<file path="config.mk">
export PLATFORM = sky130hd
export DESIGN_NAME = wb_commit_tracer
export DESIGN_NICKNAME = d
export VERILOG_FILES = /design/src/rtl/wb_commit_tracer.sv
export SDC_FILE = /design/constraint.sdc
export NUM_CORES = 1
export LEC_CHECK = 0
export ABC_CLOCK_PERIOD_IN_PS = 21200
export CAP_MARGIN = 20
export CORE_AREA = 2 2 251 253
export DETAILED_ROUTE_END_ITERATION = 7
export DIE_AREA = 0 0 253 255
export PLACE_DENSITY_LB_ADDON = 0.3
export SLEW_MARGIN = 25
export SYNTH_ARGS = -nofsm -noshare
export SYNTH_HDL_FRONTEND = slang
export SYNTH_SLANG_ARGS = --single-unit
</file>
<file path="constraint.sdc">
create_clock -name clk -period 21.2 [get_ports clk]
set_input_delay 6.36 -clock clk [delete_from_list [all_inputs] [get_ports clk]]
set_output_delay 6.36 -clock clk [all_outputs]
set_load 0.005 [all_outputs]
</file>
<file path="src/rtl/wb_commit_tracer.sv">
// Commit trace FIFO behind MEM/WB. Retiring instructions are queued for a valid/ready consumer.
// Once an EBREAK is accepted, the unit drains the queue and then raises ohalt.
module wb_commit_tracer #(
  parameter int DEPTH = 8,
  parameter int CNT_W = 32
) (
  input  logic                     clk,
  input  logic                     rst,
  input  logic                     wb_valid,
  input  logic [31:0]              wb_pc,
  input  logic [31:0]              wb_instr,
  input  logic [4:0]               wb_rd,
  input  logic                     wb_regwrite,
  input  logic [31:0]              wb_data,
  input  logic                     trace_ready,
  output logic                     trace_valid,
  output logic [31:0]              trace_pc,
  output logic [31:0]              trace_instr,
  output logic [4:0]               trace_rd,
  output logic                     trace_we,
  output logic [31:0]              trace_data,
  output logic [$clog2(DEPTH):0]   trace_count,
  output logic [CNT_W-1:0]         retired,
  output logic                     overflow,
  output logic                     ohalt
);
  localparam int AW = $clog2(DEPTH);
  localparam logic [AW:0] FULL_CNT = (AW+1)'(DEPTH);
  localparam logic [31:0] EBREAK = 32'h0010_0073;

  typedef struct packed {
    logic [31:0] pc;
    logic [31:0] instr;
    logic [4:0]  rd;
    logic        we;
    logic [31:0] data;
  } entry_t;

  typedef enum logic [1:0] {RUN, DRAIN, HALTED} state_t;

  entry_t          mem [DEPTH];
  entry_t          wr_entry, head;
  logic [AW-1:0]   wr_ptr, rd_ptr;
  state_t          state;
  logic            full, push_req, pop, accept, drop;

  always_comb begin
    wr_entry       = '0;
    wr_entry.pc    = wb_pc;
    wr_entry.instr = wb_instr;
    wr_entry.rd    = wb_rd;
    wr_entry.we    = wb_regwrite && (wb_rd != 5'd0);
    wr_entry.data  = wr_entry.we ? wb_data : 32'd0;
  end

  assign trace_valid = (trace_count != '0);
  assign full        = (trace_count == FULL_CNT);
  assign push_req    = wb_valid && (state == RUN);
  assign pop         = trace_valid && trace_ready;
  // A pop frees the slot on the same edge, so a full FIFO can still accept.
  assign accept      = push_req && (!full || pop);
  assign drop        = push_req && full && !pop;

  // Storage content is unqualified; the head is masked while empty.
  assign head        = trace_valid ? mem[rd_ptr] : '0;
  assign trace_pc    = head.pc;
  assign trace_instr = head.instr;
  assign trace_rd    = head.rd;
  assign trace_we    = head.we;
  assign trace_data  = head.data;

  always_ff @(posedge clk) begin
    if (accept) mem[wr_ptr] <= wr_entry;
  end

  always_ff @(posedge clk) begin
    if (!rst) begin
      wr_ptr      <= '0;
      rd_ptr      <= '0;
      trace_count <= '0;
      retired     <= '0;
      overflow    <= 1'b0;
      ohalt       <= 1'b0;
      state       <= RUN;
    end else begin
      if (accept) wr_ptr <= wr_ptr + AW'(1);
      if (pop)    rd_ptr <= rd_ptr + AW'(1);
      case ({accept, pop})
        2'b10:   trace_count <= trace_count + (AW+1)'(1);
        2'b01:   trace_count <= trace_count - (AW+1)'(1);
        default: trace_count <= trace_count;
      endcase
      if (accept) retired  <= retired + CNT_W'(1);
      if (drop)   overflow <= 1'b1;
      case (state)
        RUN:    if (accept && wb_instr == EBREAK) state <= DRAIN;
        DRAIN:  if (trace_count == '0) begin
                  state <= HALTED;
                  ohalt <= 1'b1;
                end
        HALTED: state <= HALTED;
        default: state <= RUN;
      endcase
    end
  end
endmodule

</file>
# ---- Word-level counts from Yosys, hierarchy flattened
# Memories as Yosys holds them, arrays and structs flattened. A register that Yosys moved wholly into a read port is not among the register bits.
# Cells that the tools add are included.
# Widths: inputs -> output; s select.
dict set report op_classes {
  addsub 5
  eq_ne 8
  mux 10
  reduce_logical 17
}
# op count
set op_table {}
lappend op_table {{$mux 102} 1}
lappend op_table {{$add 32x1->32 const B} 1}
lappend op_table {{$eq 32x21->1 const B} 1}
lappend op_table {{$mux 32} 1}
lappend op_table {{$pmux 4 s2} 1}
lappend op_table {{$logic_and 1x1->1} 7}
lappend op_table {{$add 3x1->3 const B} 2}
lappend op_table {{$mux 3} 2}
lappend op_table {{$pmux 2 s3} 1}
lappend op_table {{$reduce_bool 5->1} 1}
lappend op_table {{$add 4x1->4 const B} 1}
lappend op_table {{$eq 2x1->1 const B} 2}
lappend op_table {{$eq 2x2->1 const B} 2}
lappend op_table {{$eq 4x4->1 const B} 1}
lappend op_table {{$logic_not 4->1} 1}
lappend op_table {{$mux 2} 2}
lappend op_table {{$reduce_and 2->1} 2}
lappend op_table {{$reduce_bool 4->1} 1}
lappend op_table {{$sub 4x1->4 const B} 1}
lappend op_table {{$logic_not 1->1} 2}
lappend op_table {{$logic_not 2->1} 1}
lappend op_table {{$mux 1} 2}
lappend op_table {{$ne 2x1->1 const B} 1}
lappend op_table {{$ne 2x2->1 const B} 1}
lappend op_table {{other kinds (2)} 2}
dict set report word_totals {
  ff_bits 46
  ramBits 816
  inputBits 106
  output_inout_bits 141
  wordCells 48
  mem_count 1
}
# memory depth word_bits read_ports rd_clocked_by_memory_dff wr line_no
set mem_list {}
lappend mem_list {mem 8 102 1 1 1 41} ;# entry_t mem [DEPTH];

# ---- Longest topological paths before layout
# Gate-level depths: netlist of run 1.
dict set report depth {
  ltp_word 7
  mapped_depth 11
  mapped_depth_nobuf 10
}

# ---- Least setup slack after synthesis of run 1
# OpenSTA, ideal clock, no wires.
dict set report synth_timing {
  path_kind {in2reg}
  from {in wb_valid}
  to {mem mem[2][0] (netlist name) (enable)}
  setup_time_ps 849
  t_arrival_ps 17196
  required_ps 20351
  path_slack_ps 3156
  path_stages 4
  path_buffers 1
  cell_sequence {and2_1 buf_2 nand2_1 nor4b_1}
}
dict set report synth_between {
  elab_chain_cells 4
}
# item line_no
set synth_lines {}
lappend synth_lines {{start: declaration} 9} ;# input logic wb_valid,
lappend synth_lines {{$logic_and 1x1->1} 58} ;# assign push_req = wb_valid && (state == RUN);
lappend synth_lines {{$logic_and 1x1->1} 61} ;# assign accept = push_req && (!full || pop);
lappend synth_lines {{$mux 1} 73} ;# if (accept) mem[wr_ptr] <= wr_entry;
lappend synth_lines {{$mux 1 (implied by the code)} 73}
lappend synth_lines {{end: declaration} 41}
# No other way between the ends.

==> results of run 1 <==
## synthesized netlist by cell type, types with 3 or more instances
master      n  area share
nand2b_1    5     0.00093
inv_1       9      0.0010
buf_1      15      0.0017
or3_1       5     0.00093
nor2b_1     5     0.00093
edfxtp_1  816        0.73
nor4_1     14      0.0026
xnor2_1    11      0.0029
nand3_1    11      0.0016
o21ai_0     7      0.0010
and4_1      5      0.0013
mux2i_1   109       0.033
a21boi_0    5      0.0011
nor4b_1     3     0.00078
nand4_1     7      0.0013
and2_1     60       0.011
a21boi_1    3     0.00067
mux4_2    204        0.14
a21oi_1     6     0.00089
xor2_1     18      0.0047
nor3b_1     3     0.00067
and3_1      3     0.00056
nand2_1    35      0.0039
nor2_1    108       0.012
clkbuf_1   38      0.0042
dfxtp_1    49       0.029
nor3_1     12      0.0018
buf_2      31      0.0046
ha_1        7      0.0026
## logic make-up after synthesis
kind of cell,synth area share
flops,0.759
buf+inv,0.0121
fa+ha+maj,0.00261
xor+xnor,0.00757
mux,0.169
simple gates,0.0424
compound gates,0.00678
## critical path, stage by stage (launching register included)
cell             delay, ns
dfxtp_4               0.96
buf_4                 0.67
buf_4                 0.77
mux4_2                0.60
mux2i_1               0.17
nor2_1                0.12
clkdlybuf4s50_1       0.51
## metal layers
layer / global-route usage / routed length, µm / up-vias
li1: - / - / 7118
met1: 0.300 / 28800 / 8620
met2: 0.371 / 35600 / 489
met3: 0.0424 / 4200 / 99
met4: 0.0531 / 1130 / 12
met5: 0 / 73 / -
## state kept, by name (all words and copies together) (netlist names), named ones only
register	flops
mem	816
ohalt	1
overflow	1
rd_ptr	3
retired	32
state	2
trace_count	4
wr_ptr	3
## report_power, final
group / total [W] / internal (W) / switching [W]
sequential: 0.00197 / 0.00192 / 0.0000487
combinational: 0.000964 / 0.000523 / 0.000441
clock: 0.00154 / 0.000914 / 0.000624
total: 0.00447 / 0.00335 / 0.00111
## per-stage QoR
step,utilization,cell area [µm²]
finish,0.641,39800
global route,0.641,39800
CTS,0.641,39800
detailed placement,0.594,36900
global placement,0.594,36900
floorplan,-,33600
## cells in the final DEF (no fill, tap or decap), types with 4 or more instances in the layout
cell type / netlist / routed
nor4_1: 14 / 13
dfxtp_1: 49 / 46
xor2_1: 18 / 18
clkinv_2: 0 / 19
or3_1: 5 / 5
nor2b_1: 5 / 5
a21oi_1: 6 / 6
clkinv_1: 0 / 16
clkdlybuf4s50_1: 0 / 246
and4_1: 5 / 5
clkbuf_1: 38 / 13
clkbuf_16: 0 / 87
edfxtp_1: 816 / 816
a21boi_0: 5 / 5
bufinv_16: 0 / 13
clkinvlp_4: 0 / 4
o21ai_0: 7 / 7
and2_1: 60 / 60
nor3_1: 12 / 9
nand2_1: 35 / 35
nand3_1: 11 / 11
mux4_2: 204 / 204
nand4_1: 7 / 7
buf_4: 1 / 24
nand2b_1: 5 / 5
mux2i_1: 109 / 109
inv_1: 9 / 9
ha_1: 7 / 7
xnor2_1: 11 / 11
nor2_1: 108 / 107
nor3_2: 1 / 4
## area by class of cell
cell class,instances,area (µm²)
Multi-Input combinational cell,660,7730
Sequential cell,865,25500
Antenna cell,2,5.00
Inverter,9,33.8
Clock buffer,100,2230
Clock inverter,58,672
Tap cell,799,1000
Fill cell,4157,22300
Timing Repair Buffer,273,2690
## worst paths after layout
kind / start / endpoint / slack, ns / depth (start not counted)
setup / recovery: flop / trace_pc[27] / 10.38 / 6
hold / removal: overflow / overflow / 0.46 / 1
setup reg to reg: state[1] / mem[5][5] / 17.59 / 9
hold reg to reg: overflow / overflow / 0.46 / 1
==> impl_metrics.env, run 1 <==
export IMPL_run_status="finished, final reports clean"
export IMPL_synth_area_um2=33600
export IMPL_ys_seq_area_frac=0.759
export IMPL_numPlacedInstances=2606
export IMPL_dpl_worst_slack_ns=10.84
export IMPL_postSynth_asyncResetShare=0
export IMPL_cp_start_kind="flop"
export IMPL_wl_per_cell_um=25.2
export IMPL_cts_resized=0
export IMPL_die_w_um=253
export IMPL_area_growth_pct=18.7
export IMPL_ctsLongestPathBuffers=3
export IMPL_cap_violations=0
export IMPL_setup_violations=0
export IMPL_leakage_nw=12.4
export IMPL_max_freq_mhz=92.4
export IMPL_irDropWorstVdd_mv=0.0655
export IMPL_ys_seq_elements=865
export IMPL_wl_um=69800
export IMPL_place_hpwl_um=37000
export IMPL_cts_tree="yes"
export IMPL_viasPerCell=5.91
export IMPL_ctsHoldBuffers=0
export IMPL_io_buffers=246
export IMPL_place_congestion=0.737
export IMPL_grt_pass1_wl_um=105000
export IMPL_critPathKind="flop to output pin"
export IMPL_worst_pin_slew_ns=1.11
export IMPL_post_route_period_util=0.510
export IMPL_synth_cells=1620
export IMPL_fin_cells=2766
export IMPL_fin_nets=2008
export IMPL_ios=247
export IMPL_cts_root_buf="clkbuf_16"
export IMPL_slew_viol_final=0
export IMPL_die_area_um2=64500
export IMPL_dr_total_vias=16300
export IMPL_drt_first_pass_iters=5
export IMPL_antenna_found_initial=8
export IMPL_grt_use_total=0.220
export IMPL_p_per_area_nw_per_um2=112
export IMPL_path_max_fanout=44
export IMPL_grt_max_degree=103
export IMPL_cts_made_buffers=86
export IMPL_htree_levels=3
export IMPL_gr_total_overflow=0
export IMPL_synth_edff_count=816
export IMPL_syn_num_nets=1733
export IMPL_post_cts_buffers=0
export IMPL_finClkSkew_ns=0.0262
export IMPL_synth_warnings=0
export IMPL_core_area_um2=62200
export IMPL_grt_pass1_vias=17200
export IMPL_drive_gt1_frac=0.194
export IMPL_critPathCaptureType="output pin"
export IMPL_post_route_min_period_ns=10.82
export IMPL_die_h_um=255
export IMPL_initial_core_util=0.540
export IMPL_drt_iter0_markers=1336
export IMPL_rows=92
export IMPL_synth_cell_types=42
export IMPL_clk_latency_ns=0.64
export IMPL_timing_final_ws_setup_ns=10.38
export IMPL_cts_sinks=865
export IMPL_worstPathArrival_ns=4.46
export IMPL_route_detailed_drc=0
export IMPL_cts_clk_slew_worst_paths_ns=0.06
export IMPL_synth_flop_cell="edfxtp_1"
export IMPL_hold_violations=0
export IMPL_worst_ep_required_time_ns=14.84
export IMPL_final_setup_tns_ns=0
export IMPL_relSlewSlack=0.252
export IMPL_fin_hold_ws_ns=0.465
export IMPL_drtAntennaViolNets=0
export IMPL_rsz0062_at_grt="no"
export IMPL_avgSynthCellArea_um2=20.7
export IMPL_hp_class="flop to flop"
export IMPL_power_w=0.00447
Note: power is estimated with default switching activity, not from simulation.
==> inputs of run 2 (changes only) <==
- ABC_CLOCK_PERIOD_IN_PS: 21200 -> 9500
- CORE_AREA: 2 2 251 253 -> 2 2 255 257
- DIE_AREA: 0 0 253 255 -> 0 0 257 259
- clock period: 21.2 -> 9.5 ns (I/O delays scaled with it)
==> impl_metrics.env, run 2 (synthesized netlist as in run 1, its figures left out) <==
export IMPL_fin_nets=2009
export IMPL_regMostFlops="mem"
export IMPL_fin_hold_ws_ns=0.478
export IMPL_io_buffers=246
export IMPL_final_cell_area_um2=40000
export IMPL_drt_first_pass_iters=7
export IMPL_antenna_found_initial=3
export IMPL_slew_viol_final=0
export IMPL_cap_violations=0
export IMPL_route_detailed_drc=0
export IMPL_relSlewSlack=0.295
export IMPL_critPathCaptureType="output pin"
export IMPL_die_area_um2=66600
export IMPL_largest_reg_flops=816
export IMPL_initial_core_util=0.525
export IMPL_wl_per_cell_um=24.5
export IMPL_htree_levels=3
export IMPL_area_growth_pct=19.0
export IMPL_worst_pin_slew_ns=1.06
export IMPL_leakage_nw=12.4
export IMPL_critPathKind="flop to output pin"
export IMPL_cts_clk_slew_worst_paths_ns=0.06
export IMPL_drt_iter0_markers=1301
export IMPL_mostFrequentLayoutCell="edfxtp_1"
export IMPL_cts_resized=0
export IMPL_viasPerCell=5.76
export IMPL_place_hpwl_um=36800
export IMPL_p_per_area_nw_per_um2=248
export IMPL_die_h_um=259
export IMPL_grt_pass1_wl_um=106000
export IMPL_hold_violations=0
export IMPL_post_route_period_util=0.692
export IMPL_irDropWorstVdd_mv=0.184
export IMPL_max_freq_mhz=152
export IMPL_post_cts_buffers=0
export IMPL_path_max_fanout=85
export IMPL_cp_start_kind="flop"
export IMPL_ctsHoldBuffers=0
export IMPL_die_w_um=257
export IMPL_dr_total_vias=16200
export IMPL_post_route_min_period_ns=6.57
export IMPL_rows=93
export IMPL_grt_use_total=0.210
export IMPL_postPlaceCellArea_um2=37100
export IMPL_cts_root_buf="clkbuf_16"
export IMPL_place_congestion=0.748
export IMPL_clk_latency_ns=0.63
export IMPL_core_area_um2=63900
export IMPL_fin_cells=2820
export IMPL_setup_violations=0
export IMPL_worstPathArrival_ns=3.72
export IMPL_grt_pass1_vias=17500
export IMPL_wl_um=69000
export IMPL_cts_tree="yes"
export IMPL_drive_gt1_frac=0.189
export IMPL_hp_class="flop to flop"
export IMPL_finClkSkew_ns=0.0153
export IMPL_ios=247
export IMPL_gr_total_overflow=0
export IMPL_ctsLongestPathBuffers=3
export IMPL_top_regs="mem: 816 flops, retired: 32 flops, trace_count: 4 flops"
export IMPL_rsz0062_at_grt="no"
export IMPL_numPlacedInstances=2662
export IMPL_worst_ep_required_time_ns=6.65
export IMPL_run_status="finished, final reports clean"
export IMPL_mostFrequentLayoutCells="edfxtp_1 (816), clkdlybuf4s50_1 (246), mux4_2 (204), mux2i_1 (109), nor2_1 (107)"
export IMPL_cts_made_buffers=86
export IMPL_drtAntennaViolNets=0
export IMPL_num_fill_cells=4340
export IMPL_power_w=0.00990
export IMPL_cts_sinks=865
export IMPL_grt_max_degree=117
-- run 2: cell types whose count changed in the layout (fill, tap and decap cells not counted), sizes merged --
cell / delta
clkinv: -12
clkbuf: +10
bufinv: -3
inv: +3
buf: +1
diode: -1
-- run 2: layout make-up --
type                            count  area, µm²  area share
Inverter                            9       33.8    0.000845
Sequential cell                   865      25500       0.638
Antenna cell                        1       2.50   0.0000626
Multi-Input combinational cell    660       7750       0.194
Timing Repair Buffer              274       2770      0.0694
Clock buffer                      110       2300      0.0577
Clock inverter                     46        534      0.0134
Tap cell                          855       1070      0.0268
-- run 2: metal layers --
layer,vias to the layer above,GRT usage,part of all wire
li1,7133,-,-
met1,8458,0.285,0.40
met2,547,0.354,0.51
met3,94,0.0379,0.067
met4,4,0.0591,0.020
met5,-,0,0.00039
-- run 2: per-stage QoR --
step | setup slack (ns) | setup TNS [ns] | util
finish | 2.93 | 0 | 0.626
global route | 2.65 | 0 | 0.626
global placement | 3.47 | 0 | 0.580
detailed placement | 3.56 | 0 | 0.581
floorplan | -2.15 | -899.83 | -
CTS | 2.88 | 0 | 0.625
-- run 2: worst paths after layout --
| check | to | slack (ns) | from | cells after the start |
|---|---|---|---|---|
| min reg2reg | state[1] | 0.48 | state[1] | 2 |
| min | state[1] | 0.48 | state[1] | 2 |
| max | trace_data[3] | 2.93 | flop | 6 |
| max reg2reg | mem[2][74] | 6.56 | state[0] | 6 |
-- run 2: report_power, final --
part	switching [W]	internal [W]	total (W)
Combinational	0.000991	0.00118	0.00217
Clock	0.00139	0.00200	0.00338
Sequential	0.0000710	0.00428	0.00435
Total	0.00245	0.00745	0.00990
-- run 2: worst max-delay path, cell delays in order (launching register included) --
cell and delay (ns):
dfxtp_4 0.58, buf_12 0.32, buf_16 0.48, mux4_2 0.59
mux2i_1 0.38, nor2_1 0.08, clkdlybuf4s50_1 0.47
==> inputs of run 3 (changes only) <==
- ABC_CLOCK_PERIOD_IN_PS: 9500 -> 5300
- clock period: 9.5 -> 5.3 ns (I/O delays scaled with it)
==> impl_metrics.env, run 3 (synthesized netlist as in run 1, its figures left out) <==
export IMPL_mostFrequentLayoutCell="edfxtp_1"
export IMPL_grt_pass1_vias=17300
export IMPL_place_hpwl_um=36700
export IMPL_cts_clk_slew_worst_paths_ns=0.06
export IMPL_slew_viol_final=0
export IMPL_fin_hold_ws_ns=0.465
export IMPL_fin_nets=2016
export IMPL_drive_gt1_frac=0.192
export IMPL_p_per_area_nw_per_um2=441
export IMPL_largest_reg_flops=816
export IMPL_drtAntennaViolNets=0
export IMPL_path_max_fanout=50
export IMPL_rows=93
export IMPL_finClkSkew_ns=0.0297
export IMPL_ios=247
export IMPL_routed_top_layer="met5"
export IMPL_cts_sinks=865
export IMPL_rsz0062_at_grt="no"
export IMPL_max_freq_mhz=210
export IMPL_hold_violations=0
export IMPL_ctsHoldBuffers=0
export IMPL_worst_ep_required_time_ns=3.71
export IMPL_hp_class="flop to flop"
export IMPL_dr_wl_met3_um=4150
export IMPL_worst_pin_slew_ns=0.830
export IMPL_irDropWorstVdd_mv=0.277
export IMPL_cts_made_buffers=86
export IMPL_clk_latency_ns=0.64
export IMPL_cts_resized=0
export IMPL_die_w_um=257
export IMPL_cts_tree="yes"
export IMPL_mostFrequentLayoutCells="edfxtp_1 (816), clkdlybuf4s50_1 (246), mux4_2 (204), mux2i_1 (109), nor2_1 (107)"
export IMPL_cts_root_buf="clkbuf_16"
export IMPL_area_growth_pct=19.4
export IMPL_htree_levels=3
export IMPL_post_cts_buffers=0
export IMPL_critPathKind="flop to output pin"
export IMPL_initial_core_util=0.525
export IMPL_cap_violations=0
export IMPL_post_route_period_util=0.898
export IMPL_final_setup_tns_ns=0
export IMPL_wl_um=69700
export IMPL_dr_wl_met2_um=35800
export IMPL_run_status="finished, final reports clean"
export IMPL_grt_max_degree=77
export IMPL_drt_iter0_markers=1311
export IMPL_die_area_um2=66600
export IMPL_relSlewSlack=0.446
export IMPL_place_congestion=0.747
export IMPL_viasPerCell=5.78
export IMPL_postPlaceCellArea_um2=37400
export IMPL_antenna_found_initial=8
export IMPL_regMostFlops="mem"
export IMPL_die_h_um=259
export IMPL_post_route_min_period_ns=4.76
export IMPL_min_delay_start="overflow"
export IMPL_grt_use_total=0.212
export IMPL_setup_violations=0
export IMPL_worstReg2RegStart="state[1]"
export IMPL_ctsLongestPathBuffers=3
export IMPL_grt_pass1_wl_um=106000
export IMPL_worstPathArrival_ns=3.17
export IMPL_core_area_um2=63900
export IMPL_drt_first_pass_iters=7
export IMPL_final_cell_area_um2=40100
export IMPL_critPathCaptureType="output pin"
export IMPL_top_regs="mem: 816 flops, retired: 32 flops, trace_count: 4 flops"
export IMPL_num_fill_cells=4270
export IMPL_cp_start_kind="flop"
export IMPL_wl_per_cell_um=24.7
export IMPL_io_buffers=246
export IMPL_power_w=0.0177
export IMPL_gr_total_overflow=0
export IMPL_dr_total_vias=16300
export IMPL_route_detailed_drc=0
export IMPL_leakage_nw=12.4
export IMPL_drt_met1_wl_um=28600
==> run 3: path summary, 6_finish.rpt <==
check | to | cells after the start | slack [ns]
hold reg to reg | overflow | 1 | 0.47
setup / recovery | trace_instr[29] | 6 | 0.54
hold / removal | overflow | 1 | 0.47
setup reg to reg | mem[5][68] | 7 | 2.73
==> run 3: layout make-up <==
cell class	instances	area (µm²)	share of cell area
Sequential cell	865	25500	0.636
Multi-Input combinational cell	660	7800	0.195
Timing Repair Buffer	281	2960	0.0739
Clock buffer	110	2280	0.0568
Tap cell	855	1070	0.0267
Clock inverter	42	430	0.0107
Inverter	9	33.8	0.000843
Antenna cell	1	2.50	0.0000624
==> run 3: power by group <==
part | internal (W) | switching (W) | leakage [nW] | total (W)
Combinational | 0.00218 | 0.00186 | 3.23 | 0.00404
Sequential | 0.00766 | 0.000119 | 7.85 | 0.00778
Clock | 0.00338 | 0.00246 | 1.32 | 0.00584
Total | 0.0132 | 0.00443 | 12.4 | 0.0177
==> run 3: metrics by stage <==
step | util | cells | setup slack, ns
2_1_floorplan | - | 1620 | -0.332
3_3_place_gp | 0.585 | 2670 | 1.11
3_5_place_dp | 0.585 | 2670 | 1.06
4_1_cts | 0.627 | 2822 | 0.432
5_1_grt | 0.627 | 2823 | 0.352
6_report | 0.627 | 2823 | 0.542
==> run 3: critical path, cell delays in order, from the launching register on <==
cell	delay (ns)
dfxtp_4	0.51
buf_12	0.24
buf_12	0.38
mux4_2	0.57
mux2i_1	0.22
nor2_1	0.09
clkdlybuf4s50_1	0.46
==> run 3: routing by layer <==
metal,GRT usage,vias to the layer above
met2,0.361,479
met3,0.0387,92
met4,0.0577,14
met1,0.285,8579
met5,0,-
li1,-,7161
